`config.mk`:
```
export PLATFORM = sky130hd
export DESIGN_NAME = pattern_sequencer
export DESIGN_NICKNAME = d
export VERILOG_FILES = /design/src/rtl/serial_out_pkg.sv /design/src/rtl/pattern_slot_rf.sv /design/src/rtl/pattern_sequencer.sv
export SDC_FILE = /design/constraint.sdc
export NUM_CORES = 1
export LEC_CHECK = 0
export ABC_CLOCK_PERIOD_IN_PS = 2700
export CORE_MARGIN = 2
export CORE_UTILIZATION = 51
export DETAILED_ROUTE_END_ITERATION = 7
export PLACE_DENSITY = 0.76
export SLEW_MARGIN = 10
export SYNTH_ARGS = -nofsm -noshare
export SYNTH_HDL_FRONTEND = slang
export SYNTH_SLANG_ARGS = --single-unit
```
`constraint.sdc`:
```
create_clock -name clk -period 2.7 [get_ports clk]
set_input_delay 0.54 -clock clk [delete_from_list [all_inputs] [get_ports clk]]
set_output_delay 0.54 -clock clk [all_outputs]
set_load 0.02 [all_outputs]
```
`src/rtl/serial_out_pkg.sv`:
```
// serial_out_pkg: shared constants for the serial_out engine and its pattern sequencer
package serial_out_pkg;
  localparam int DATA_BIT = 32;
  localparam logic ONE_SHOT = 1'b0;
  localparam logic REPEAT = 1'b1;
  localparam int LOW_FREQ = 9;
  localparam int HIGH_FREQ = 3;
  localparam logic [1:0] S_IDLE = 2'd0;
  localparam logic [1:0] S_START = 2'd1;
  localparam logic [1:0] S_RUN = 2'd2;
  localparam logic [1:0] S_STOP = 2'd3;
endpackage

```
`src/rtl/pattern_slot_rf.sv`:
```
// pattern_slot_rf: slot table of output/freq patterns and play counts with one async read port
module pattern_slot_rf #(
  parameter int DATA_BIT = serial_out_pkg::DATA_BIT,
  parameter int SLOT_NUM = 4,
  parameter int SLOT_AW = 2,
  parameter int REP_BIT = 8
) (
  input  logic                clk,
  input  logic                rst_n,
  input  logic                wr_en,
  input  logic [SLOT_AW-1:0]  wr_addr,
  input  logic [DATA_BIT-1:0] wr_output,
  input  logic [DATA_BIT-1:0] wr_freq,
  input  logic [REP_BIT-1:0]  wr_repeat,
  input  logic [SLOT_AW-1:0]  rd_addr,
  output logic [DATA_BIT-1:0] rd_output,
  output logic [DATA_BIT-1:0] rd_freq,
  output logic [REP_BIT-1:0]  rd_repeat
);
  logic [DATA_BIT-1:0] out_mem [SLOT_NUM];
  logic [DATA_BIT-1:0] freq_mem [SLOT_NUM];
  logic [REP_BIT-1:0] rep_mem [SLOT_NUM];
  always_ff @(posedge clk or negedge rst_n) begin
    if (!rst_n) begin
      for (int i = 0; i < SLOT_NUM; i++) begin
        out_mem[i] <= '0;
        freq_mem[i] <= '0;
        rep_mem[i] <= '0;
      end
    end else if (wr_en) begin
      out_mem[wr_addr] <= wr_output;
      freq_mem[wr_addr] <= wr_freq;
      rep_mem[wr_addr] <= wr_repeat;
    end
  end
  assign rd_output = out_mem[rd_addr];
  assign rd_freq = freq_mem[rd_addr];
  assign rd_repeat = rep_mem[rd_addr];
endmodule

```
`src/rtl/pattern_sequencer.sv`:
```
// pattern_sequencer: chains serial_out frames through a programmable slot list with no idle gap
module pattern_sequencer
  import serial_out_pkg::*;
#(
  parameter int DATA_BIT = serial_out_pkg::DATA_BIT,
  parameter int SLOT_NUM = 4,
  parameter int SLOT_AW = 2,
  parameter int REP_BIT = 8
) (
  input  logic                clk,
  input  logic                rst_n,
  input  logic                i_wr_en,
  input  logic [SLOT_AW-1:0]  i_wr_addr,
  input  logic [DATA_BIT-1:0] i_wr_output,
  input  logic [DATA_BIT-1:0] i_wr_freq,
  input  logic [REP_BIT-1:0]  i_wr_repeat,
  input  logic [SLOT_AW-1:0]  i_seq_last,
  input  logic                i_go,
  input  logic                i_abort,
  input  logic                i_loop,
  input  logic                i_done_tick,
  output logic                o_start,
  output logic                o_stop,
  output logic                o_mode,
  output logic [DATA_BIT-1:0] o_output_pattern,
  output logic [DATA_BIT-1:0] o_freq_pattern,
  output logic                o_busy,
  output logic [SLOT_AW-1:0]  o_slot,
  output logic                o_seq_done_tick
);
  logic [1:0] state, state_n;
  logic [SLOT_AW-1:0] seq_last, nxt_slot, adv_slot;
  logic [REP_BIT-1:0] nxt_rep, adv_rep, rd_repeat;
  logic pending, pending_n, adv_pending, stop_cnt;
  logic more_rep, more_slot, go, abort, adv, fin;
  pattern_slot_rf #(
    .DATA_BIT(DATA_BIT),
    .SLOT_NUM(SLOT_NUM),
    .SLOT_AW(SLOT_AW),
    .REP_BIT(REP_BIT)
  ) u_rf (
    .clk(clk),
    .rst_n(rst_n),
    .wr_en(i_wr_en && state == S_IDLE),
    .wr_addr(i_wr_addr),
    .wr_output(i_wr_output),
    .wr_freq(i_wr_freq),
    .wr_repeat(i_wr_repeat),
    .rd_addr(nxt_slot),
    .rd_output(o_output_pattern),
    .rd_freq(o_freq_pattern),
    .rd_repeat(rd_repeat)
  );
  always_comb begin
    more_rep = nxt_rep < rd_repeat;
    more_slot = nxt_slot < seq_last;
    adv_rep = more_rep ? nxt_rep + 1'b1 : (more_slot || i_loop) ? '0 : nxt_rep;
    adv_slot = more_rep ? nxt_slot : more_slot ? nxt_slot + 1'b1 : i_loop ? '0 : nxt_slot;
    adv_pending = more_rep || more_slot || i_loop;
    go = state == S_IDLE && i_go && !i_abort;
    abort = (state == S_START || state == S_RUN) && i_abort;
    adv = !abort && (state == S_START || (state == S_RUN && i_done_tick && pending));
    fin = !abort && state == S_RUN && i_done_tick && !pending;
    state_n = go ? S_START : abort ? S_STOP : state == S_START ? S_RUN : fin ? S_IDLE :
              (state == S_STOP && stop_cnt) ? S_IDLE : state;
    pending_n = go ? 1'b1 : adv ? adv_pending : pending;
  end
  // Engine-facing outputs are registered from next-state so they line up with the state they describe
  always_ff @(posedge clk or negedge rst_n) begin
    if (!rst_n) begin
      state <= S_IDLE;
      seq_last <= '0;
      nxt_slot <= '0;
      nxt_rep <= '0;
      pending <= 1'b0;
      stop_cnt <= 1'b0;
      o_start <= 1'b0;
      o_stop <= 1'b0;
      o_mode <= ONE_SHOT;
      o_busy <= 1'b0;
      o_slot <= '0;
      o_seq_done_tick <= 1'b0;
    end else begin
      state <= state_n;
      pending <= pending_n;
      stop_cnt <= state == S_STOP && !stop_cnt;
      if (go) begin
        seq_last <= i_seq_last;
        nxt_slot <= '0;
        nxt_rep <= '0;
      end else if (adv) begin
        nxt_slot <= adv_slot;
        nxt_rep <= adv_rep;
      end
      if (go) o_slot <= '0;
      else if (adv && state == S_RUN) o_slot <= nxt_slot;
      o_start <= state_n == S_START;
      o_stop <= state_n == S_STOP;
      o_mode <= (state_n == S_RUN && pending_n) ? REPEAT : ONE_SHOT;
      o_busy <= state_n != S_IDLE;
      o_seq_done_tick <= fin;
    end
  end
endmodule

```
==> flow_metrics.env <==
export IMPL_max_stage_delay_ps=500
export IMPL_via_count=8008
export IMPL_clockBufferDepth=3
export IMPL_outcome="finished, final reports clean"
export IMPL_synth_edf_count=0
export IMPL_drcViolationCount=0
export IMPL_die_area_um2=28200
export IMPL_fmax_mhz=372
export IMPL_overflow=0
export IMPL_grt_use_total_pct=21.2
export IMPL_drive_above_1_share_pct=51.6
export IMPL_syn_avg_cell_area_um2=16.2
export IMPL_num_antenna_cells=0
export IMPL_setup_viol_count_final=0
export IMPL_yosys_area_top_type_share_pct=56.8
export IMPL_clk_pin_slew_ps=60
export IMPL_clk_latency_ps=510
export IMPL_cp_start_kind="register"
export IMPL_clock_sinks=311
export IMPL_period_share_pct=99.5
export IMPL_gp_congestion=0.816
export IMPL_path_class="register to register"
export IMPL_syn_area_um2=13700
export IMPL_viasPerCell=5.73
export IMPL_synth_seq_cells=311
export IMPL_finalMaxSlewViolations=0
export IMPL_io_pins=154
export IMPL_ir_drop_mv=0.630
export IMPL_p_leak_nw=7.77
export IMPL_synth_seq_area_share_pct=56.8
export IMPL_start_util_pct=52.3
export IMPL_power_total_w=0.0217
export IMPL_synth_cell_types=47
export IMPL_antenna_found_initial=0
export IMPL_die_h_um=168
export IMPL_tritoncts="yes"
export IMPL_fp_row_count=59
export IMPL_setup_ws_ps=13.6
export IMPL_port_buffers=153
export IMPL_rsz0062_at_grt="true"
export IMPL_htreeDepth=2
export IMPL_drt_first_iter_violations=386
export IMPL_cts_root_buffer="clkbuf_16"
export IMPL_synth_nets=943
export IMPL_drt_pass1_iterations=4
export IMPL_die_w_um=168
export IMPL_area_delta_synth_final_pct=26.1
export IMPL_wl_um=29200
export IMPL_p_per_area_nw_per_um2=1260
export IMPL_hold_violations=0
export IMPL_setup_tns_ps=0
export IMPL_worst_path_max_delay_cell="mux4_2"
export IMPL_cap_violations=0
export IMPL_dp_slack_ps=-126
export IMPL_critPathCaptureType="register"
export IMPL_crit_chain="buf_12 > mux4_2 > inv_2 > ha_4 > and4_1 > a41o_1 > a211o_1 > buf_4 > a211oi_1 > a21o_1"
export IMPL_grt_pass1_vias=8670
export IMPL_hold_class="register to register"
export IMPL_crit_fanout=6
export IMPL_coreArea_um2=26200
export IMPL_cts_buffers=35
export IMPL_critical_path_required_ps=3140
export IMPL_timing_slew_headroom_pct=57.4
export IMPL_synth_main_ff_cell="dfrtp_1"
export IMPL_ys_warn_count=0
export IMPL_post_route_util_pct=65.9
export IMPL_skew_ps=11.7
export IMPL_ant_nets=0
export IMPL_synth_area_leaders="dfrtp_1 57%, mux2_2 24%, mux4_2 12%"
export IMPL_tightest_slew_ps=635
export IMPL_grt_max_degree=79
export IMPL_nets=1133
export IMPL_grt_pass1_wl_um=47400
export IMPL_critPathArrivalTime_ps=3130
export IMPL_synth_top_cell_by_area="dfrtp_1"
export IMPL_final_min_clock_period_ps=2690
export IMPL_syn_inst=847
export IMPL_async_reset_ff_share_pct=100
export IMPL_routedWlPerCell_um=20.9
export IMPL_dp_hpwl_um=17700
metrics by stage:
stage,instance area [um2],hold slack (ps),instances
after detailed placement,15900,434,1315
after global routing,17300,464,1398
final,17300,440,1398
after CTS,17200,450,1389
after global placement,15900,409,1315
after floorplan,13700,244,847
area by class of cell:
| cell class | instances | area [um2] |
|---|---|---|
| clock inverters | 15 | 219 |
| fillers | 1868 | 8920 |
| well taps | 335 | 419 |
| flip-flops and latches | 311 | 7790 |
| repair buffers | 200 | 1980 |
| clock buffers | 48 | 1040 |
| multi-input cells | 474 | 5780 |
| inverters | 15 | 56.3 |
sequential cells by signal, summed over array words and instances (netlist names):
signal and cells:
o_seq_done_tick 1, u_rf.rep_mem 32, o_slot 2, o_stop 1, o_mode 1, o_start 1
u_rf.freq_mem 128, stop_cnt 1, nxt_rep 8, state 2, o_busy 1, pending 1
seq_last 2, nxt_slot 2, u_rf.out_mem 128
Yosys cell counts (all sizes together), types with 2 or more instances:
cell type and count:
dfrtp 311, mux2 289, mux4 72, clkbuf 38
nand2 19, inv 15, ha 13, nor2 12
buf 9, a211oi 7, a21oi 6, nand3 6
o21ai 5, nor2b 4, or3 4, and3 3
nand4 3, o221ai 3, a211o 2, a21boi 2
a21o 2, and2 2, mux2i 2, nand2b 2
nor3 2, o21a 2
repair_timing:
| item | 4_1_cts | 5_1_grt |
|---|---|---|
| endpoints found under the hold margin | 51 | 0 |
| hold buffers | 1 | 0 |
| gates resized for setup | 197 | 64 |
| buffers inserted | 8 | 8 |
| cloned | 2 | 2 |
| pin swaps | 5 | 8 |
| endpoints found under the setup margin | 73 | 50 |
cell usage in the layout, fill, tap and decap left out, types with 9 or more instances in the layout:
master           Yosys  routed
clkbuf_8             0       9
clkbuf_16            0      38
mux2_2             288     288
clkbuf_2             0      22
ha_1                13      10
buf_2                7      27
nor2_1              12      12
clkdlybuf4s50_1      0      88
mux4_2              72      72
dfrtp_1            311     309
buf_4                1      19
inv_1               15      12
buf_12               0      19
nand2_1             18      16
logic make-up (layout without fill, tap and decap cells):
kind of cell               Yosys count  count (layout)  synth area share [%]
buffers and inverters               62             278                  1.79
DFF                                311             311                  56.8
adders and majority gates           13              13                  1.19
and+or+nand+nor                     63              63                  2.39
muxes                              363             363                  35.7
AOI/OAI and AO/OA                   35              35                  2.09
per-layer routing:
layer	vias up	global-route usage [%]	routed length [um]
met1	4260	28.4	13000
met3	40	4.77	1390
met4	0	5.37	522
met2	149	35.4	14300
li1	3559	-	-
met5	-	0	0
worst paths after layout:
path / from / end / slack, ps / cells past startpoint
worst max-delay path: nxt_slot[0] / nxt_rep[6] / 10 / 10
worst min-delay path: stop_cnt / stop_cnt / 440 / 1
worst max register to register: nxt_slot[0] / nxt_rep[6] / 10 / 10
worst min register to register: stop_cnt / stop_cnt / 440 / 1
max in group asynchronous: rst_n / u_rf.out_mem[11] / 1340 / 3
min in group asynchronous: rst_n / stop_cnt / 560 / 2
power breakdown:
part | switching (W) | internal [W] | leakage [nW] | total, W
Sequential | 0.00111 | 0.00675 | 3.90 | 0.00785
Clock | 0.00189 | 0.00318 | 0.626 | 0.00506
Combinational | 0.00394 | 0.00488 | 3.25 | 0.00881
critical path, delay by kind of cell, from the launching register on:
family	cells	cell delay, ps
and+or+nand+nor	1	210
DFF	1	460
AOI/OAI and AO/OA	4	860
muxes	1	500
buffers and inverters	3	400
adders and majority gates	1	190
(Power assumes the default switching activity.)
